--- config.mk ---
export PLATFORM = sky130hd
export DESIGN_NAME = usb_tx_crc16_serializer
export DESIGN_NICKNAME = d
export VERILOG_FILES = /design/src/rtl/usb_tx_pkg.sv /design/src/rtl/tx_crc16_core.sv /design/src/rtl/usb_tx_crc16_serializer.sv
export SDC_FILE = /design/constraint.sdc
export NUM_CORES = 1
export LEC_CHECK = 0
export CAP_MARGIN = 5
export CORE_ASPECT_RATIO = 1.1
export CORE_MARGIN = 2
export CORE_UTILIZATION = 56
export DETAILED_ROUTE_END_ITERATION = 6
export GPL_TIMING_DRIVEN = 0
export HOLD_SLACK_MARGIN = 0.12
export PLACE_DENSITY = 0.81
export SLEW_MARGIN = 0
export SYNTH_ARGS = -nofsm -noshare
export SYNTH_HDL_FRONTEND = slang
export SYNTH_SLANG_ARGS = --single-unit
--- constraint.sdc ---
create_clock -name clk -period 2.75 [get_ports clk]
set_clock_uncertainty 0.05 [all_clocks]
set_input_delay 0.275 -clock clk [delete_from_list [all_inputs] [get_ports clk]]
set_output_delay 0.275 -clock clk [all_outputs]
set_load 0.005 [all_outputs]
--- src/rtl/usb_tx_pkg.sv ---
// Shared types and constants for the USB transmit CRC16 path.
// Holds the serializer state encoding and the CRC16 polynomial constants.
package usb_tx_pkg;

    typedef enum logic [1:0] {
        IDLE       = 2'd0,
        WAIT_FIRST = 2'd1,
        SEND_DATA  = 2'd2,
        SEND_CRC   = 2'd3
    } tx_state_e;

    localparam logic [15:0] USB_CRC16_INIT    = 16'hFFFF;
    localparam logic [15:0] USB_CRC16_POLY    = 16'h8005;
    localparam logic [15:0] USB_CRC16_RESIDUE = 16'h800D;

    function automatic logic [15:0] crc16_step(
        input logic [15:0] crc,
        input logic        b,
        input logic [15:0] poly
    );
        return {crc[14:0], 1'b0} ^ ((b ^ crc[15]) ? poly : 16'h0000);
    endfunction

endpackage

--- src/rtl/tx_crc16_core.sv ---
// USB CRC16 register: init, bit-serial update over payload,
// then shift-out of the inverted field MSB first.
module tx_crc16_core
    import usb_tx_pkg::*;
#(
    parameter logic [15:0] CRC_INIT = USB_CRC16_INIT,
    parameter logic [15:0] CRC_POLY = USB_CRC16_POLY
) (
    input  logic clk,
    input  logic rst,
    input  logic init,
    input  logic update,
    input  logic data_bit,
    input  logic shift_out,
    output logic crc_bit
);

    logic [15:0] crc_q;

    always_ff @(posedge clk or posedge rst) begin
        if (rst) begin
            crc_q <= CRC_INIT;
        end else if (init) begin
            crc_q <= CRC_INIT;
        end else if (update) begin
            crc_q <= crc16_step(crc_q, data_bit, CRC_POLY);
        end else if (shift_out) begin
            crc_q <= {crc_q[14:0], 1'b1};
        end
    end

    assign crc_bit = ~crc_q[15];

endmodule

--- src/rtl/usb_tx_crc16_serializer.sv ---
// USB TX serializer: byte handshake in, LSB-first bits out,
// followed by the inverted CRC16 field.
module usb_tx_crc16_serializer
    import usb_tx_pkg::*;
#(
    parameter logic [15:0] CRC_INIT = USB_CRC16_INIT,
    parameter logic [15:0] CRC_POLY = USB_CRC16_POLY,
    parameter int          DATA_W   = 8
) (
    input  logic              clk,
    input  logic              rst,
    input  logic              start,
    input  logic              zlp,
    input  logic [DATA_W-1:0] tx_data,
    input  logic              data_valid,
    input  logic              data_last,
    output logic              data_ready,
    input  logic              shift_en,
    output logic              serial_out,
    output logic              serial_valid,
    output logic              busy,
    output logic              done,
    output logic              underrun
);

    tx_state_e state_q, state_d;

    logic [DATA_W-1:0] shift_q;
    logic [DATA_W-1:0] buf_q;
    logic              buf_full_q;
    logic              buf_last_q;
    logic              cur_last_q;
    logic              last_taken_q;
    logic [3:0]        bitcnt_q;
    logic              busy_q;
    logic              done_q;
    logic              underrun_q;

    logic start_ok;
    logic accept;
    logic consume;
    logic byte_end;
    logic crc_end;
    logic load_first;
    logic data_consume;
    logic crc_consume;
    logic reload;
    logic underrun_d;
    logic crc_bit;

    assign start_ok     = start & (state_q == IDLE) & ~busy_q;
    assign accept       = data_valid & data_ready;
    assign consume      = shift_en & serial_valid;
    assign byte_end     = bitcnt_q == 4'(DATA_W - 1);
    assign crc_end      = bitcnt_q == 4'd15;
    assign load_first   = (state_q == WAIT_FIRST) & buf_full_q;
    assign data_consume = consume & (state_q == SEND_DATA);
    assign crc_consume  = consume & (state_q == SEND_CRC);
    assign reload       = data_consume & byte_end & ~cur_last_q & buf_full_q;
    assign underrun_d   = data_consume & byte_end & ~cur_last_q & ~buf_full_q;

    tx_crc16_core #(
        .CRC_INIT (CRC_INIT),
        .CRC_POLY (CRC_POLY)
    ) u_crc (
        .clk       (clk),
        .rst       (rst),
        .init      (start_ok),
        .update    (data_consume),
        .data_bit  (shift_q[0]),
        .shift_out (crc_consume),
        .crc_bit   (crc_bit)
    );

    always_ff @(posedge clk or posedge rst) begin
        if (rst) begin
            state_q <= IDLE;
        end else begin
            state_q <= state_d;
        end
    end

    always_comb begin
        state_d = state_q;
        unique case (state_q)
            IDLE: begin
                if (start_ok) begin
                    state_d = zlp ? SEND_CRC : WAIT_FIRST;
                end
            end
            WAIT_FIRST: begin
                if (buf_full_q) begin
                    state_d = SEND_DATA;
                end
            end
            SEND_DATA: begin
                if (consume && byte_end) begin
                    if (cur_last_q) begin
                        state_d = SEND_CRC;
                    end else if (!buf_full_q) begin
                        state_d = IDLE;
                    end
                end
            end
            SEND_CRC: begin
                if (consume && crc_end) begin
                    state_d = IDLE;
                end
            end
            default: state_d = IDLE;
        endcase
    end

    always_comb begin
        data_ready   = 1'b0;
        serial_valid = 1'b0;
        serial_out   = 1'b0;
        unique case (state_q)
            IDLE: begin
                data_ready = 1'b0;
            end
            WAIT_FIRST: begin
                data_ready = ~buf_full_q & ~last_taken_q;
            end
            SEND_DATA: begin
                data_ready   = ~buf_full_q & ~last_taken_q;
                serial_valid = 1'b1;
                serial_out   = shift_q[0];
            end
            SEND_CRC: begin
                serial_valid = 1'b1;
                serial_out   = crc_bit;
            end
            default: begin
                data_ready = 1'b0;
            end
        endcase
    end

    // Shift register and bit counter
    always_ff @(posedge clk or posedge rst) begin
        if (rst) begin
            shift_q    <= '0;
            cur_last_q <= 1'b0;
            bitcnt_q   <= 4'd0;
        end else if (start_ok) begin
            bitcnt_q <= 4'd0;
        end else if (load_first || reload) begin
            shift_q    <= buf_q;
            cur_last_q <= buf_last_q;
            bitcnt_q   <= 4'd0;
        end else if (data_consume) begin
            shift_q  <= shift_q >> 1;
            bitcnt_q <= byte_end ? 4'd0 : bitcnt_q + 4'd1;
        end else if (crc_consume) begin
            bitcnt_q <= crc_end ? 4'd0 : bitcnt_q + 4'd1;
        end
    end

    // A write landing on an underrun edge is dropped with the flush.
    always_ff @(posedge clk or posedge rst) begin
        if (rst) begin
            buf_q        <= '0;
            buf_full_q   <= 1'b0;
            buf_last_q   <= 1'b0;
            last_taken_q <= 1'b0;
        end else if (start_ok) begin
            buf_full_q   <= 1'b0;
            last_taken_q <= 1'b0;
        end else if (underrun_d) begin
            buf_full_q <= 1'b0;
        end else if (accept) begin
            buf_q        <= tx_data;
            buf_last_q   <= data_last;
            buf_full_q   <= 1'b1;
            last_taken_q <= data_last;
        end else if (load_first || reload) begin
            buf_full_q <= 1'b0;
        end
    end

    always_ff @(posedge clk or posedge rst) begin
        if (rst) begin
            busy_q     <= 1'b0;
            done_q     <= 1'b0;
            underrun_q <= 1'b0;
        end else begin
            done_q     <= crc_consume & crc_end;
            underrun_q <= underrun_d;
            if (start_ok) begin
                busy_q <= 1'b1;
            end else if (done_q || underrun_q) begin
                busy_q <= 1'b0;
            end
        end
    end

    assign busy     = busy_q;
    assign done     = done_q;
    assign underrun = underrun_q;

endmodule

Word-level counts from Yosys, hierarchy flattened
Index checks and enable logic that the tools add are counted.
{ "word_totals": {"reg_bits": 45, "in_bits": 15, "output_inout_bits": 6, "wordCells": 96} }
{ "classes": {"n_addsub": 1, "n_eq_ne": 11, "muxes": 32, "bitwise_logic": 22, "n_reduce_logical": 18} }
{ "op_table": {"columns": ["cell", "count"], "rows": [
  ["$mux 16", 4],
  ["$mux 4", 6],
  ["$mux 8", 2],
  ["$xor 16x16->16", 1],
  ["$mux 2", 7],
  ["$and 1x1->1", 13],
  ["$mux 1", 11],
  ["$pmux 2 s4", 1],
  ["$reduce_bool 4->1", 2],
  ["$not 1->1", 7],
  ["$ne 2x2->1 const B", 3],
  ["$reduce_and 2->1", 3],
  ["$reduce_bool 2->1", 3],
  ["$reduce_and 5->1", 1],
  ["$add 4x1->4 const B", 1],
  ["$eq 2x2->1 const B", 2],
  ["$eq 4x3->1 const B", 1],
  ["$eq 4x4->1 const B", 1],
  ["$ne 2x1->1 const B", 2],
  ["$reduce_or 2->1", 2],
  ["$ne 3x3->1 const B", 1],
  ["$reduce_and 3->1", 1],
  ["$reduce_bool 3->1", 1],
  ["$eq 2x1->1 const B", 1],
  ["5 further kinds", 7]
]} }

Logic depth before layout (Yosys ltp)
Gate-level depths: netlist of run 1.
{ "logic_depth": {"depth_word": 13, "depth_mapped": 8, "mapped_depth_nobuf": 6} }

Hierarchy
A second synthesis of run 1 with hierarchy kept.
{ "hier_totals": {"hier_cells": 218, "hier_area_um2": 2369.8} }
{ "modules_own_cells": {"columns": ["mod", "instances", "cells_each", "area_each_um2", "seq_area_each_um2"], "rows": [
  ["usb_tx_crc16_serializer", 1, 137, 1520.2, 725.7],
  ["tx_crc16_core", 1, 81, 849.6, 420.4]
]} }

Worst setup path after synthesis of run 1
No wires, ideal clock.
{ "synth_timing": {"path_type": "register to register", "startpoint": "register state_q[0]", "endpoint": "register buf_last_q", "setup_ns": 0.125, "arrival_time_ns": 1.778, "required_time_ns": 2.575, "slack_ns": 0.797, "stages_incl_launch_ff": 8, "path_buffers": 1, "period_less_slack_ns": 1.953, "cell_sequence": "dfrtp_1 -> inv_1 -> ha_1 -> nand2b_1 -> or4_4 -> nand4_2 -> buf_6 -> mux2_4"} }
{ "synth_via": {"elab_chain_len": 10, "elab_cells_between_ends": 19, "classes_between": "eq/ne: 3; mux: 2; bitwise: 10; reduce/logical: 4"} }
{ "synth_rtl": {"columns": ["item", "line_no", "text"], "rows": [
  ["from (decl)", "usb_tx_crc16_serializer.sv:26", "tx_state_e state_q, state_d;"],
  ["from (signal assigned)", "usb_tx_crc16_serializer.sv:79", "state_q <= state_d;"],
  ["$eq 2x2->1, on equally long branches", "usb_tx_crc16_serializer.sv:57, usb_tx_crc16_serializer.sv:118", null],
  ["$reduce_or 2->1 (no line)", null, null],
  ["$mux 1", "usb_tx_crc16_serializer.sv:118", "unique case (state_q)"],
  ["$and 1x1->1", "usb_tx_crc16_serializer.sv:53", "assign consume = shift_en & serial_valid;"],
  ["$and 1x1->1", "usb_tx_crc16_serializer.sv:57", "assign data_consume = consume & (state_q == SEND_DATA);"],
  ["$and 1x1->1 (3 in a row)", "usb_tx_crc16_serializer.sv:60", "assign underrun_d = data_consume & byte_end & ~cur_last_q & ~buf_full_q;"],
  ["$not 1->1 (no line)", null, null],
  ["$reduce_and 3->1 (no line) (*)", null, null],
  ["to (signal assigned)", "usb_tx_crc16_serializer.sv:174", "buf_last_q <= data_last;"],
  ["to (decl)", "usb_tx_crc16_serializer.sv:31", "logic buf_last_q;"]
]} }
Mark *: on every way between the ends. The rest lies on a longest branch, timed or not.
A chain may end at the register's enable or synchronous reset.

Worst setup path after layout of run 1
{ "layout_timing": {"startpoint": "register state_q[0]", "endpoint": "output port serial_out"} }
{ "layout_via": {"elab_chain_len": 2, "elab_cells_between_ends": 3, "classes_between": "eq/ne: 2; mux: 1"} }
{ "layout_rtl": {"columns": ["item", "line_no", "text"], "rows": [
  ["$eq 2x2->1", "usb_tx_crc16_serializer.sv:118", null],
  ["$pmux 1 s2 (*)", "usb_tx_crc16_serializer.sv:118", null],
  ["to (decl)", "usb_tx_crc16_serializer.sv:19", "output logic serial_out,"]
]} }
Marked as above.

==> results of run 1 <==
how the worst max path moves through the flow:
stage                    start         end  slack, ns  cells after the start
finish              state_q[0]  serial_out       0.44                      6
global route        state_q[0]  shift_q[2]       0.32                      8
CTS                 state_q[0]  serial_out       0.44                      6
detailed placement    shift_en    buf_q[4]       0.44                      6
global placement      shift_en    buf_q[4]       0.45                      6
floorplan           state_q[0]  buf_last_q       0.80                      7
registers in the layout (all words and copies together), names as in the netlist:
| signal | flops |
|---|---|
| last_taken_q | 1 |
| buf_full_q | 1 |
| busy | 1 |
| shift_q | 8 |
| bitcnt_q | 4 |
| state_q | 2 |
| buf_last_q | 1 |
| buf_q | 8 |
| done | 1 |
| cur_last_q | 1 |
| u_crc.crc_q | 16 |
| underrun | 1 |
where the power goes:
group,internal [mW],switching [mW]
clock,0.180,0.226
combinational,0.569,0.549
sequential,1.05,0.208
final cells by class:
cell class / count / area (um2) / share of cell area (%)
repair buffers: 20 / 200 / 7.89
inverters: 9 / 33.8 / 1.33
clock buffers: 5 / 68.8 / 2.71
multi-input cells: 151 / 948 / 37.4
well taps: 50 / 62.6 / 2.46
plain buffers: 11 / 56.3 / 2.22
clock inverters: 3 / 22.5 / 0.887
flip-flops and latches: 45 / 1150 / 45.1
per-stage QoR:
stage	worst slack, ns	instances	power [mW]	area, um2
2_1_floorplan	0.797	216	2.08	2180
3_3_place_gp	0.451	286	2.35	2450
3_5_place_dp	0.439	286	2.40	2450
4_1_cts	0.441	294	2.81	2540
5_1_grt	0.321	294	3.01	2540
6_report	0.443	294	2.79	2540
layer usage:
layer	track usage [%]	up-vias	share of wire (%)
met5	0	-	0
met4	8.70	0	2.0
met3	4.87	6	4.4
met2	31.3	34	47
met1	27.7	767	46
li1	-	792	-
cell usage in the layout, fill, tap and decap left out, types with 6 or more instances in the layout:
master           synthesis  layout
dfstp_2                 16      16
mux2i_1                  7       7
o21ai_0                  8       8
nand2_1                 44      44
inv_1                    8       7
nand3_1                 17      17
ha_1                     6       6
dfrtp_1                 29      29
a21oi_1                 12      12
nor2_1                  13      13
clkdlybuf4s50_1          0      20
mux2_4                   8       8
cells by family (layout without fill, tap and decap cells):
family	Yosys count	after routing
adder cells (fa/ha/maj)	6	6
AO/OA/AOI/OAI	31	31
buffers and inverters	20	48
flip-flops	45	45
multiplexers	18	18
XOR/XNOR	4	4
AND/OR/NAND/NOR	92	92
==> impl_metrics.toml, run 1 <==
[global_routing]
gr-total-overflow = 0
grt_usage_pct = 20.4
grt_pass1_vias = 1520
grt_pass1_wl_mm = 7.03
antenna_found_initial = 0
grt_max_degree = 46

[logic_synthesis]
syn_area_per_cell_um2 = 10.1
synthCells = 216
synthTopCellsByArea = "dfrtp_1, dfstp_2, nand2_1, mux2_4, nand3_1"
yosys.area.top_type = "dfrtp_1"
synth_seq_area_share_pct = 52.5
synth_top_family_by_area = "simple AND/OR/NAND/NOR gates"
synth_warnings = 0
synthSimpleGateAreaFrac_pct = 19.6
synth_edf_count = 0
synth_area_um2 = 2180
synth_most_common_cell = "nand2_1"
synth_commonest_cells = "nand2_1, dfrtp_1, nand3_1, dfstp_2, nor2_1"
synthMuxAreaShare_pct = 10.3
synthAdderAreaFrac_pct = 3.44
synth_nets = 237
synth_seq_cells = 45
synth_cell_types = 39
synth-compound-area-share_pct = 8.53
synth-xor-area-share_pct = 1.60
synth_ff_type = "dfrtp_1"
synth_top_area_share_pct = 33.2
postSynth.asyncResetShare_pct = 100

[route]
antenna_left = 0
route.vias.total = 1599
firstDrtPassIters = 4
drc = 0
routed_wl_mm = 3.99
routed_via_density = 5.44
wl_per_cell_um = 13.6
first_iter_violations = 140

[critical_path]
crit_path_end_kind = "output pin"
crit_path_top_delay_cell = "clkdlybuf4s50_1"
worst-path-max-fanout = 10
rrSetupSlack_ns = 0.54
r2r-end = "shift_q[2]"
path_class = "reg -> out"
r2r-start = "state_q[0]"
cp-start-kind = "flip-flop"
crit_chain = "inv_1, ha_1, buf_2, nand2_1, o21ai_0, clkdlybuf4s50_1"
cpPeakStageDelay_ns = 0.55
worstPathArrival_ns = 1.98
cp_top_family = "buffers and inverters"
path_buf_inv = 3
worstRegToRegCells = 8
crit_required_ns = 2.42

[die]
core_um2 = 3680
initial_core_util_pct = 59.3
die_w_um = 63.6
num_rows = 23
boundaryPins = 21
die_area_um2 = 4420
die_height_um = 69.5

[clock_tree]
cts_resized = 0
worstSkewPairLatency_ns = 0.30
cts_tree = "yes"
post-cts-setup-buffers = 0
clk_pin_slew_ns = 0.08
cts_root_buffer = "clkbuf_8"
cts.htree.levels = 2
numCtsBuffers = 5
cts.sinks = 45
cts.path.max_buffers = 2
cts_hold_buf = 0

[min_path]
hold_path_class = "in -> async"

[timing]
post-route-period-util_pct = 83.9
setup_violations = 0
hold_ws_ns = 0.413
fmax_mhz = 433
relSlewSlack_pct = 41.7
rsz0062_at_grt = "no"
tns_ns = 0
layout_min_cycle_time_ns = 2.31
timing_hold_violations_final = 0
worstMarginPinSlew_ns = 0.873
slew_viol_final = 0

[finish]
nets = 264
area_delta_synth_final_pct = 16.2
drive_gt1_share_pct = 18.9
fillers = 318
antenna_cells = 0
final_util_pct = 68.9

[power]
p_per_area_nw_per_um2 = 1100
irDropWorstVdd_v = 0.000706
power_leakage_nw = 1.14

[placement]
gp_congestion = 0.819
numPortBuffers = 20
place_hpwl_mm = 2.84

[flow_run]
max_cap_viol_count = 0

[run_status]
status = "complete, no violations"
Note: power is estimated with default switching activity, not from simulation.
==> inputs of run 2 (changes only) <==
==> constraint.sdc (replaced) <==
create_clock -name clk -period 2.4 [get_ports clk]
set_clock_uncertainty 0.05 [all_clocks]
set_input_delay 0.24 -clock clk [delete_from_list [all_inputs] [get_ports clk]]
set_output_delay 0.24 -clock clk [all_outputs]
set_load 0.005 [all_outputs]
==> impl_metrics.toml, run 2 (synthesized netlist as in run 1, its figures left out) <==
[finish]
largest_register_ffs = 16
register_area_um2 = 1150
layout_common_cells = "nand2_1, dfrtp_1, clkdlybuf4s50_1"
multi_input_area_um2 = 952
fillers = 316
area_delta_synth_final_pct = 16.4
final_cell_count_no_fill = 294
antenna_cells = 0
final_common_cell = "nand2_1"
postLayoutCellArea_um2 = 2540
nets = 264
reg_top3 = "u_crc.crc_q (16), buf_q (8), shift_q (8)"
regMostFlops = "u_crc.crc_q"
drive_gt1_share_pct = 19.3

[critical_path]
path_buf_inv = 3
crit_chain = "inv_1, ha_1, buf_2, nand2_1, o21ai_0, clkdlybuf4s50_1"
crit_required_ns = 2.11
cp-start-kind = "flip-flop"
r2r-start = "state_q[0]"
rrSetupSlack_ns = 0.21
worstRegToRegCells = 8
crit_path_top_delay_cell = "clkdlybuf4s50_1"
worst-path-max-fanout = 10
crit_path_end_kind = "output pin"
worstPathArrival_ns = 1.97
cpPeakStageDelay_ns = 0.54
path_class = "reg -> out"
r2r-end = "u_crc.crc_q[1]"
cp_top_family = "buffers and inverters"

[clock_tree]
cts_tree = "yes"
cts.htree.levels = 2
cts_root_buffer = "clkbuf_8"
post-cts-setup-buffers = 0
clk_pin_slew_ns = 0.08
worstSkewPairLatency_ns = 0.30
cts_hold_buf = 0
numCtsBuffers = 5
cts.sinks = 45
cts.path.max_buffers = 2

[min_path]
hold_path_class = "in -> async"

[route]
first_iter_violations = 121
firstDrtPassIters = 4
wl_per_cell_um = 13.7
routed_via_density = 5.46
drc = 0
routed_wl_mm = 4.03
antenna_left = 0
route.vias.total = 1606

[die]
boundaryPins = 21
die_height_um = 69.5
core_um2 = 3680
die_area_um2 = 4420
initial_core_util_pct = 59.3
num_rows = 23
die_w_um = 63.6

[placement]
numPortBuffers = 20
gp_congestion = 0.819
place_hpwl_mm = 2.84
placed_area_um2 = 2450
dp.cells = 286

[global_routing]
grt_pass1_wl_mm = 7.03
grt_pass1_vias = 1520
grt_usage_pct = 20.4
gr-total-overflow = 0
antenna_found_initial = 0
grt_max_degree = 46

[power]
power_leakage_nw = 1.14
irDropWorstVdd_v = 0.000817
p_per_area_nw_per_um2 = 1260

[run_status]
status = "complete, no violations"

[timing]
rsz0062_at_grt = "no"
fmax_mhz = 443
worstMarginPinSlew_ns = 0.881
relSlewSlack_pct = 41.2
tns_ns = 0
setup_violations = 0
slew_viol_final = 0
layout_min_cycle_time_ns = 2.26
timing_hold_violations_final = 0
post-route-period-util_pct = 94.1

[flow_run]
max_cap_viol_count = 0
-- run 2: cell counts in the layout (fill, tap and decap cells not counted) --
Identical to the previous run, type by type.
-- run 2: final cells by class --
cell class / count / area share (%)
clock inverters: 3 / 0.886
repair buffers: 20 / 7.87
inverters: 9 / 1.33
clock buffers: 5 / 2.71
flip-flops and latches: 45 / 45.1
multi-input cells: 151 / 37.5
well taps: 50 / 2.46
plain buffers: 11 / 2.21
-- run 2: report_power, final --
group          internal, mW  total [mW]  switching, mW
Sequential             1.21        1.44          0.239
Clock                 0.206       0.469          0.262
Combinational         0.654        1.29          0.635
-- run 2: repair_timing --
action,4_1_cts,5_1_grt
endpoints found under the setup margin,0,2
resized for setup,0,1
hold endpoints to repair,0,0
-- run 2: metal layers --
| layer | wire (um) | vias to the layer above | track usage, % |
|---|---|---|---|
| li1 | - | 789 | - |
| met1 | 1950 | 789 | 27.7 |
| met2 | 1880 | 22 | 31.3 |
| met3 | 130 | 6 | 4.87 |
| met4 | 78 | 0 | 8.70 |
| met5 | 0 | - | 0 |
-- run 2: worst register-to-register path, stage by stage, from the launching register on --
cell and delay (ns):
dfrtp_1 0.41, inv_1 0.13, ha_1 0.21, buf_2 0.21
o21a_1 0.13, clkbuf_1 0.37, buf_1 0.40, nand2_1 0.12
nand3_1 0.10
-- run 2: through the flow --
| step | setup WS, ns | hold slack (ns) | power, mW | utilization, % |
|---|---|---|---|---|
| 2_1_floorplan | 0.447 | 0.333 | 2.39 | - |
| 3_3_place_gp | 0.136 | 0.414 | 2.69 | 66.4 |
| 3_5_place_dp | 0.124 | 0.428 | 2.75 | 66.4 |
| 4_1_cts | 0.126 | 0.412 | 3.22 | 68.9 |
| 5_1_grt | 0.0269 | 0.450 | 3.45 | 69.0 |
| 6_report | 0.142 | 0.383 | 3.20 | 69.0 |
-- run 2: worst max-delay path by stage --
stage                    start          to  slack (ns)  depth (start not counted)
finish              state_q[0]  serial_out        0.14                          6
global route        state_q[0]  serial_out        0.03                          6
CTS                 state_q[0]  serial_out        0.13                          6
global placement      shift_en    buf_q[4]        0.14                          6
detailed placement    shift_en    buf_q[4]        0.12                          6
floorplan           state_q[0]  buf_last_q        0.45                          7
